### src/rtl/mux_tree_pipe.sv
// rtl/mux_tree_pipe.sv - pipelined N:1 mux tree with valid/ready handshake and optional round-robin select
module mux_tree_pipe #(
    parameter int WIDTH   = 8,
    parameter int N_IN    = 8,
    parameter int SEL_W   = $clog2(N_IN),
    parameter int RR_MODE = 0
) (
    input  logic                  clk,
    input  logic                  rst_n,
    input  logic [N_IN*WIDTH-1:0] in,
    input  logic [SEL_W-1:0]      sel,
    input  logic                  in_valid,
    output logic                  in_ready,
    output logic [WIDTH-1:0]      out,
    output logic [SEL_W-1:0]      out_sel,
    output logic                  out_valid,
    input  logic                  out_ready
);
    localparam int L = SEL_W;

    // All tree nodes packed level by level: level k occupies node[N_IN-(N_IN>>k) +: N_IN>>(k+1)]
    logic [WIDTH-1:0] node [N_IN-1];
    logic [SEL_W-1:0] tag  [L];
    logic             v    [L];
    logic [L:0]       ld;
    logic [SEL_W-1:0] sel_eff;

    // A stage may load when empty or when the stage after it is loading this cycle
    always_comb begin
        ld    = '0;
        ld[L] = out_ready;
        for (int k = L - 1; k >= 0; k--) begin
            ld[k] = !v[k] || ld[k+1];
        end
    end

    assign in_ready  = ld[0];
    assign out_valid = v[L-1];
    assign out       = node[N_IN-2];
    assign out_sel   = tag[L-1];

    for (genvar k = 0; k < L; k++) begin : g_lvl
        localparam int NO = N_IN >> (k + 1);
        localparam int OB = N_IN - (N_IN >> k);
        localparam int IB = (k == 0) ? 0 : N_IN - ((2 * N_IN) >> k);

        logic [WIDTH-1:0] src [2*NO];
        logic [SEL_W-1:0] tin;
        logic             vin;

        if (k == 0) begin : g_first
            for (genvar j = 0; j < 2 * NO; j++) begin : g_src
                assign src[j] = in[j*WIDTH +: WIDTH];
            end
            assign tin = sel_eff;
            assign vin = in_valid;
        end else begin : g_next
            for (genvar j = 0; j < 2 * NO; j++) begin : g_src
                assign src[j] = node[IB+j];
            end
            assign tin = tag[k-1];
            assign vin = v[k-1];
        end

        always_ff @(posedge clk or negedge rst_n) begin
            if (!rst_n) begin
                v[k]   <= 1'b0;
                tag[k] <= '0;
                for (int j = 0; j < NO; j++) begin
                    node[OB+j] <= '0;
                end
            end else if (ld[k]) begin
                v[k]   <= vin;
                tag[k] <= tin;
                for (int j = 0; j < NO; j++) begin
                    node[OB+j] <= tin[k] ? src[2*j+1] : src[2*j];
                end
            end
        end
    end

    if (RR_MODE != 0) begin : g_rr
        logic [SEL_W-1:0] rr_ptr;
        logic             unused_sel;

        assign unused_sel = ^sel;
        assign sel_eff    = rr_ptr;

        // Power-of-two channel count makes the natural wrap the required N_IN-1 -> 0 wrap
        always_ff @(posedge clk or negedge rst_n) begin
            if (!rst_n) begin
                rr_ptr <= '0;
            end else if (in_valid && in_ready) begin
                rr_ptr <= rr_ptr + 1'b1;
            end
        end
    end else begin : g_ext
        assign sel_eff = sel;
    end

endmodule

### config.mk
export PLATFORM = sky130hd
export DESIGN_NAME = mux_tree_pipe
export DESIGN_NICKNAME = d
export VERILOG_FILES = /design/src/rtl/mux_tree_pipe.sv
export SDC_FILE = /design/constraint.sdc
export NUM_CORES = 1
export LEC_CHECK = 0
export ABC_AREA = 1
export CAP_MARGIN = 25
export CORE_MARGIN = 8
export CORE_UTILIZATION = 45
export CTS_CLUSTER_DIAMETER = 50
export DETAILED_ROUTE_END_ITERATION = 10
export GPL_ROUTABILITY_DRIVEN = 0
export PLACE_DENSITY_LB_ADDON = 0.1
export SKIP_CTS_REPAIR_TIMING = 1
export SKIP_LAST_GASP = 1
export SYNTH_ARGS = -nofsm -noshare
export SYNTH_HDL_FRONTEND = slang
export SYNTH_SLANG_ARGS = --single-unit
### constraint.sdc
create_clock -name clk -period 1.05 [get_ports clk]
set_input_delay 0.105 -clock clk [delete_from_list [all_inputs] [get_ports clk]]
set_output_delay 0.105 -clock clk [all_outputs]
set_load 0.1 [all_outputs]
-- Yosys cells after proc, flatten, opt, wreduce, memory -nomap -nowiden
Index checks and enable logic that the tools add are counted.
- input bits: 71
- ROM bits: 0
- memories: 0
- bits in registers: 68
- output and inout bits: 13
- word-level logic and storage cells: 26
- bits in writable memories: 0
- bits in latches: 0
- $add $sub $neg: 0
- reductions and logical operators: 6
- shift operators: 0
- equal/unequal tests: 0
- muxes and demuxes: 7
- magnitude comparators: 0
- multipliers: 0
- divide/modulo/power cells: 0
- bitwise operators: 0
- operators with widths (kind ; count):
    two-way mux 8 bit ; 7
    logical NOT 1 bit ; 3
    logical OR 1 bit ; 3

-- Logic depth before layout (Yosys ltp)
- depth in word-level cells: 4
- mapped depth: 6
- mapped depth without buffers: 5

-- Least setup slack after synthesis
OpenSTA, ideal clock, no wires.
- path kind: reg-to-reg
- from: reg v, in the netlist out_valid
- to: reg node, in the netlist g_lvl[1].src[10]
- setup slack: -0.883 ns
- period minus slack after synthesis: 1.933 ns
- cell stages (with the launch flop): 5
- arrival time: 1.815 ns
- required time: 0.932 ns
- buffers on the path: 1
- cells stage by stage: dfrtp_1 -> nand4_4 -> buf_2 -> nand2_1 -> nand2_1
- longest elaborated chain between the ends: 4
- ends and longest elaborated chain (what ; RTL line ; text):
    from (decl) ; 24 ; logic v [L];
    from (signal, indexed assignment) ; 73 ; v[k] <= vin;
    logical NOT 1 bit ; 33 ; ld[k] = !v[k] || ld[k+1];
    logical OR 1 bit (3 in a row) ; 33 ;
    via in_ready ; 13 ; output logic in_ready,
    to (signal, indexed assignment) ; 76 ; node[OB+j] <= tin[k] ? src[2*j+1] : src[2*j];
    to (decl) ; 22 ; logic [WIDTH-1:0] node [N_IN-1];
The timed path passes the listed nets, and every way through them passes these cells.
A chain may end at the register's enable or synchronous reset.

-- Worst setup path after layout
- from: reg v, in the netlist out_valid
- to: out in_ready
- longest elaborated chain between the ends: 4
- ends and longest elaborated chain (what ; RTL line):
    logical NOT 1 bit ; 33
    logical OR 1 bit (3 in a row) ; 33
    to (decl) ; 13
No other way between the ends.

==> flow_summary.ini <==
[status]
status = complete, but fails checks
failed_checks = setup timing

[worst_setup_path]
slowest_delay_ns = 0.51
timing.critical_path.buf_inv = 2
critical_path.cell_chain = nand4_4 -> buf_12 -> buf_12
r2r_end = g_lvl[1].src[27]
path_max_fanout = 7
crit_slowest_cell = dfrtp_4
cp.arrival_ns = 1.26
reg2reg_depth = 7
cp-end-kind = output port
required_ns = 0.94
r2r_start = out_valid
critPathLaunchType = flip-flop
critPathMostFrequentCell = buf_12
r2r_slack_ns = -0.25
critical_path.top_delay_family = flip-flops
worstSetupPathType = reg -> out
cp.depth = 3

[final_layout]
area_delta_synth_final_pct = 46.0
nFillCells = 652
fin_cells = 677
fin_nets = 641
post-route-util = 0.669
n_antenna_cell = 0
seqCellArea_um2 = 1710
multi_input_area_um2 = 1420
finish.instance_area_um2 = 5110
drive_gt1_frac = 0.151

[power_and_ir_drop]
p_clk_frac = 0.306
p_sw_mw = 3.13
power.leakage_nw = 2.64
p_comb_frac = 0.329
ir_worst_vdd_v = 0.000789
p_sw_frac = 0.337
p_per_area_nw_per_um2 = 1820
p_seq_frac = 0.364
internal_power_mw = 6.16

[sta]
slew_headroom = 0.690
setup_violations = 70
final-max-slew-violation-count = 0
setup_slack_ns = -0.311
fin_crit_sh = 1.30
setup_tns_ns = -12.90
finalHoldViolCount = 0
tightest_slew_ns = 0.465
finalCriticalPeriod_ns = 1.36
fin_skew_ns = 0.00942
clock.fmax_mhz = 735
grt_setup_unrepaired = yes

[clocking]
cts_root_buf = clkbuf_8
numClockSinks = 68
cts_buffers = 9
ctsLongestPathBuffers = 2
clk_pin_slew_ns = 0.08
tritoncts = yes
insertion_delay_ns = 0.34
h-tree-depth = 3

[routing]
vias = 3259
totalWireLength_um = 9090
dr.pass1.iters = 4
wl_per_cell_um = 13.4
via_per_inst = 4.81
drtAntennaViolNets = 0
post-route-drc-count = 0
drt_iter0_drc = 141

[hold_path]
hp-class = in -> async

[logic_synthesis]
netlist_area_um2 = 3500
ys_ff_latch = 68
synth_warnings = 0
seq_area_frac_synth = 0.486
synth_edf_count = 0
yosysTopAreaCellShare = 0.486
yosys-top-cells-count = nand2_1 (211), dfrtp_1 (68), inv_1 (59)
synth.net_count = 546
synth_cells = 475
synth-main-ff-cell = dfrtp_1
yosysTopAreaCell = dfrtp_1
synth_most_common_cell = nand2_1
syn_avg_cell_area_um2 = 7.37
async_flop_share = 1.00
synth_area_leaders = dfrtp_1 (49%), nand2_1 (23%), o21ai_0 (6.9%), inv_1 (6.3%), nand4_1 (6.3%)
synthDistinctLibCells = 18

[floorplanning]
dieArea_um2 = 10900
floorplan.initialDensity = 0.458
num_rows = 32
fp.dieH_um = 104
core_area_um2 = 7650
num_io_pins = 84
die_w_um = 104

[place]
dp_hpwl_um = 6190
portBuffers = 83
placed_area_um2 = 4650
place_ws_ns = -0.326
dp.cells = 647

[grt]
grt.total_usage = 0.160
grt_pass1_vias = 3280
grt_max_degree = 66
grt_pass1_wl_um = 14600
antenna_found_initial = 0
grt-ovfl-total = 0

[job]
cap_violations = 0
-- per-layer routing --
metal | wire length, µm | vias to the layer above | global-route usage
met2 | 4480 | 81 | 0.273
met5 | 0 | - | 0
met4 | 124 | 0 | 0.0610
li1 | - | 1669 | -
met3 | 374 | 11 | 0.0335
met1 | 4110 | 1498 | 0.194
-- layout make-up --
type                       count  area share
clock buffer                  10      0.0250
timing repair buffer         116       0.267
clock inverter                 6      0.0267
sequential                    68       0.334
inverter                      60      0.0445
multi-input combinational    315       0.278
tap                          102      0.0250
-- stage by stage --
step / total power [mW] / hold slack, ns
6_report: 9.29 / 0.190
5_1_grt: 9.70 / 0.220
4_1_cts: 9.17 / -0.352
3_5_place_dp: 6.33 / 0.0187
3_3_place_gp: 6.27 / 0.0164
2_1_floorplan: 5.11 / -0.191
-- worst max-delay path by stage --
stage	start	to	slack, ns
2_1_floorplan	out_valid	g_lvl[2].src[10]	-0.23
5_1_grt	out_valid	in_ready	-0.34
3_3_place_gp	out_ready	in_ready	-0.28
6_report	out_valid	in_ready	-0.31
3_5_place_dp	out_ready	g_lvl[2].src[15]	-0.33
4_1_cts	out_valid	in_ready	-0.40
-- cells in the final DEF (no fill, tap or decap), types with 4 or more instances in the layout --
cell type        instances
buf_12                  21
buf_4                   18
bufinv_16                4
clkbuf_8                 9
clkdlybuf4s50_1         68
dfrtp_1                 65
inv_1                   59
nand2_1                202
nand2_2                  9
nand3_1                  8
nand4_1                 35
o21ai_0                 48
or2_2                    8
-- registers in the layout, indices dropped and copies added (netlist names) --
register,flops
g_lvl.src,48
out,8
g_lvl.tin,6
out_sel,3
g_lvl.vin,2
out_valid,1
-- kinds of logic after synthesis --
kind of cell    synth area share
simple gates               0.327
buf+inv                    0.118
flops                      0.486
compound gates            0.0686
-- power groups by stage --
stage | combinational, mW | sequential, mW | clock (mW)
after global placement | 2.86 | 3.41 | 0
after detailed placement | 2.90 | 3.43 | 0
after CTS | 2.91 | 3.38 | 2.88
final | 3.06 | 3.38 | 2.85
after floorplan | 0.997 | 4.11 | 0
after global routing | 3.30 | 3.43 | 2.98
(Power assumes the default switching activity.)
==> variant 1, RTL diff (same flow settings) <==
The parameter `WIDTH` goes from 8 to 6.
--- a/src/rtl/mux_tree_pipe.sv
+++ b/src/rtl/mux_tree_pipe.sv
@@ -1,6 +1,6 @@
 // rtl/mux_tree_pipe.sv - pipelined N:1 mux tree with valid/ready handshake and optional round-robin select
 module mux_tree_pipe #(
-    parameter int WIDTH   = 8,
+    parameter int WIDTH   = 6,
     parameter int N_IN    = 8,
     parameter int SEL_W   = $clog2(N_IN),
     parameter int RR_MODE = 0
Ports: changed (resized in and out); port bits go from 84 to 66. No check against the original RTL was run, so the function may have changed too.
==> variant 1 against the original RTL <==
The run still ends with negative setup slack left. Clock skew is 0.0016 ns lower. Sequential cell count decreased by 14. Wire length down 24%. Sequential share of layout area is 0.51 points lower. Clock power decreased by 58%. Worst setup slack worse by 0.012 ns. Synthesized area decreased by 21%. Via count is 22% lower. Highest routed layer unchanged. Non-clock buffer count decreased by 15. Critical path type unchanged. Power down 31%. Design area down 19%. Critical path depth unchanged.
==> variant 1: results (changes against the original RTL) <==
Iter 0 DRT Violations: 116 (was 141)
Largest net degree at the start of global routing: 55 (was 66)
Clock skew: 0.00781 ns (was 0.00942 ns)
Final wirelength: 6900 µm (was 9090 µm)
Placed Instances: 502 (was 647)
Num CTS Buffers: 5 (was 9)
Clk_lat worst skew: 0.31 ns (was 0.34 ns)
DP Area: 0.00367 mm² (was 0.00465 mm²)
Setup-violating endpoint count in the final report: 55 (was 70)
DPL Wire Length: 4500 µm (was 6190 µm)
Gr usage total: 14.8% (was 16.0%)
Worst setup margin: -0.323 ns (was -0.311 ns)
Nets@finish: 509 (was 641)
Final setup TNS: -10.32 ns (was -12.90 ns)
Syn_nets: 424 (was 546)
PortBufs: 65 (was 83)
Worst hold slack: 0.315 ns (was 0.190 ns)
H-tree level count: 2 (was 3)
Rel. slew slack: 77.6% (was 69.0%)
Share of cells above drive strength 1: 17.8% (was 15.1%)
Global-route wire length before repair: 10800 µm (was 14600 µm)
Status: complete, but fails checks (unchanged)
Critical Path Fanout Max: 4 (was 7)
FF-to-FF path depth: 6 (was 7)
Yosys cell types: 14 (was 18)
Leakage Power: 2.12 nW (was 2.64 nW)
Failing checks: negative setup slack (unchanged)
Dpl ws: -0.272 ns (was -0.326 ns)
==> variant 1: layer usage <==
| layer | global-route usage (%) | up-vias | share of wire (%) |
|---|---|---|---|
| li1 | - | 1318 | - |
| met1 | 19.5 | 1157 | 45 |
| met2 | 23.0 | 74 | 48 |
| met3 | 3.92 | 9 | 5.7 |
| met4 | 4.89 | 0 | 1.5 |
| met5 | 0 | - | 0 |
==> variant 1: tightest hold or removal path, delay by kind of cell <==
kind / cells / cell delay, ns
buffers and inverters: 3 / 0.90
==> variant 1: cell families after synthesis <==
family | share of synthesized area (%)
buf+inv | 11.6
flops | 49.1
simple gates | 32.8
compound gates | 6.55
==> variant 1: cell type report <==
type	count	area (µm²)
timing repair buffer	101	1250
sequential	54	1360
clock buffer	6	82.6
fill	493	1800
inverter	46	175
tap	75	93.8
multi-input combinational	246	1150
clock inverter	2	12.5
==> variant 1: worst max path at each step <==
stage	startpoint	end	slack [ns]
global placement	out_ready	in_ready	-0.26
floorplan	out_valid$_DFFE_PN0P_	g_lvl[1].tin[0]$_DFFE_PN0P_	-0.26
finish	out_valid$_DFFE_PN0P_	in_ready	-0.32
detailed placement	out_ready	in_ready	-0.27
CTS	out_valid$_DFFE_PN0P_	in_ready	-0.40
global route	out_valid$_DFFE_PN0P_	in_ready	-0.36
==> variant 1: power by group through the flow <==
stage / registers [mW] / clock network [mW] / logic, mW
2_1_floorplan: 3.27 / 0 / 0.763
3_3_place_gp: 2.69 / 0 / 2.28
3_5_place_dp: 2.71 / 0 / 2.31
4_1_cts: 2.67 / 1.21 / 2.31
5_1_grt: 2.71 / 1.31 / 2.76
6_report: 2.66 / 1.21 / 2.57
==> variant 2, RTL diff (same flow settings) <==
Made on the original files. Change the parameter `RR_MODE` from 0 to 1.
--- a/src/rtl/mux_tree_pipe.sv
+++ b/src/rtl/mux_tree_pipe.sv
@@ -3,7 +3,7 @@
     parameter int WIDTH   = 8,
     parameter int N_IN    = 8,
     parameter int SEL_W   = $clog2(N_IN),
-    parameter int RR_MODE = 0
+    parameter int RR_MODE = 1
 ) (
     input  logic                  clk,
     input  logic                  rst_n,
Behaviour: not the same (Yosys sat finds a counterexample within 4 cycles, from zero or initial values and one cycle with rst_n low).
==> variant 2 against the original RTL <==
The flow still finishes with violations (negative setup slack). Non-clock buffer count decreased by 1. Wire length fell by 7.9%. Worst setup slack gained 0.0058 ns. Synthesized area is 1.9% lower. Sequential cell count rose by 3. Design area down 0.98%. Register-to-register slack better by 0.03 ns. Clock skew is 0.0046 ns higher. Largest cell class unchanged.
Power is not compared: it rests on default switching activity, and its combinational part moved more than twofold at a synthesized area within 25%.
==> variant 2: results (changes against the original RTL) <==
Status: complete, but fails checks (unchanged)
WS Path Type: flop to primary output (unchanged)
Reg2reg end: g_lvl[2].src[8]$_DFFE_PN0P_ (was g_lvl[1].src[27]$_DFFE_PN0P_)
Worst Setup EP: in_ready (unchanged)
Dpl ws: -0.326 ns (about the same)
Area contributors post-synth: dfrtp_1, nand2_1, o21ai_0 (unchanged)
Iter 0 DRT Violations: 91 (was 141)
Global-route wire length before repair: 13300 µm (was 14600 µm)
Syn_nets: 523 (was 546)
Register-to-register setup slack: -0.22 ns (was -0.25 ns)
Final setup TNS: -9.43 ns (was -12.90 ns)
Hold crit path type: input port to async pin (unchanged)
DR pass1 iterations: 4 (unchanged)
Placed Instances: 629 (was 647)
Number of diodes: 0 (unchanged)
Worst setup margin: -0.305 ns (was -0.311 ns)
Syn avg cell area: 7.62 µm² (was 7.37 µm²)
Num CTS Buffers: 9 (unchanged)
Avg WL per Cell: 12.7 µm (was 13.4 µm)
DP Area: 0.00462 mm² (was 0.00465 mm²)
Cell Count, Final, Fillers Out: 657 (was 677)
FILL cells: 602 (was 652)
Max Root-Sink Buffers: 2 (unchanged)
YS warnings: 0 (unchanged)
Vias/cell: 4.63 (was 4.81)
Share of cells above drive strength 1: 15.0% (was 15.1%)
Setup-violating endpoint count in the final report: 74 (was 70)
Critical Path Fanout Max: 4 (was 7)
Post-synth top cells: nand2_1, dfrtp_1, inv_1 (unchanged)
Arr. time, crit path: 1.25 ns
Largest net degree at the start of global routing: 33 (was 66)
RR Startpoint: out_valid$_DFFE_PN0P_ (unchanged)
DPL Wire Length: 5950 µm (was 6190 µm)
Rel. slew slack: 79.1% (was 69.0%)
FF-to-FF path depth: 7 (unchanged)
Antenna Nets Post-Route: 0 (unchanged)
Async SR Flop Fraction: 100% (unchanged)
Yosys cell types: 20 (was 18)
Clock Tree Root: clkbuf_8 (unchanged)
Failing checks: negative setup slack (unchanged)
Gr usage total: 15.8% (was 16.0%)
Post-synthesis sequential area ratio: 51.7% (was 48.6%)
Max reg flops: 48 (unchanged)
Clock skew: 0.0140 ns (was 0.00942 ns)
Vias in the first global route: 2962 (was 3280)
Worst IR Drop VDD: 0.877 mV
Nets@finish: 622 (was 641)
PortBufs: 80 (was 83)
-- variant 2: changes by cell type after synthesis, sizes merged, moves of 2 or more --
| cell | change |
|---|---|
| nand4 | -35 |
| inv | -17 |
| nand3 | +11 |
| o21ai | +9 |
| a31oi | +8 |
| or2 | -8 |
| nor2 | +6 |
| buf | -5 |
| dfrtp | +3 |
| nand2 | +2 |
-- variant 2: cells by family after synthesis --
logic type | count (synthesis) | share of synthesized area [%]
flops | 71 | 51.7
simple gates | 243 | 28.0
fa+ha+maj | 1 | 0.364
buf+inv | 71 | 9.62
compound gates | 65 | 10.3
-- variant 2: metal layers --
metal	track usage (%)	wire, µm	vias up
li1	-	-	1600
met1	19.9	3790	1358
met2	25.0	4030	72
met3	4.02	421	11
met4	7.45	125	0
met5	0	0	-
-- variant 2: through the flow --
stage / utilization (%) / hold slack (ns)
floorplan: - / -0.191
global placement: 61.1 / 0.00222
detailed placement: 61.1 / 0.00205
CTS: 63.7 / -0.366
global route: 66.9 / 0.210
finish: 66.9 / 0.184
-- variant 2: report_power, final --
part / total (mW) / switching, mW / internal, mW
Combinational: 6.16 / 3.73 / 2.43
Clock: 2.11 / 0.950 / 1.16
Sequential: 4.46 / 0.663 / 3.79
Total: 12.7 / 5.34 / 7.38
-- variant 2: critical path: stages, from the launching register on --
cell and delay, ns:
dfrtp_4 0.51, nand4_4 0.11, buf_12 0.12, buf_12 0.16
-- variant 2: layout make-up --
type / instances / share of cell area, %
clock buffers: 12 / 2.87
clock inverters: 4 / 0.939
well taps: 102 / 2.52
flip-flops and latches: 71 / 35.3
inverters: 44 / 3.31
multi-input cells: 309 / 27.2
repair buffers: 115 / 27.8
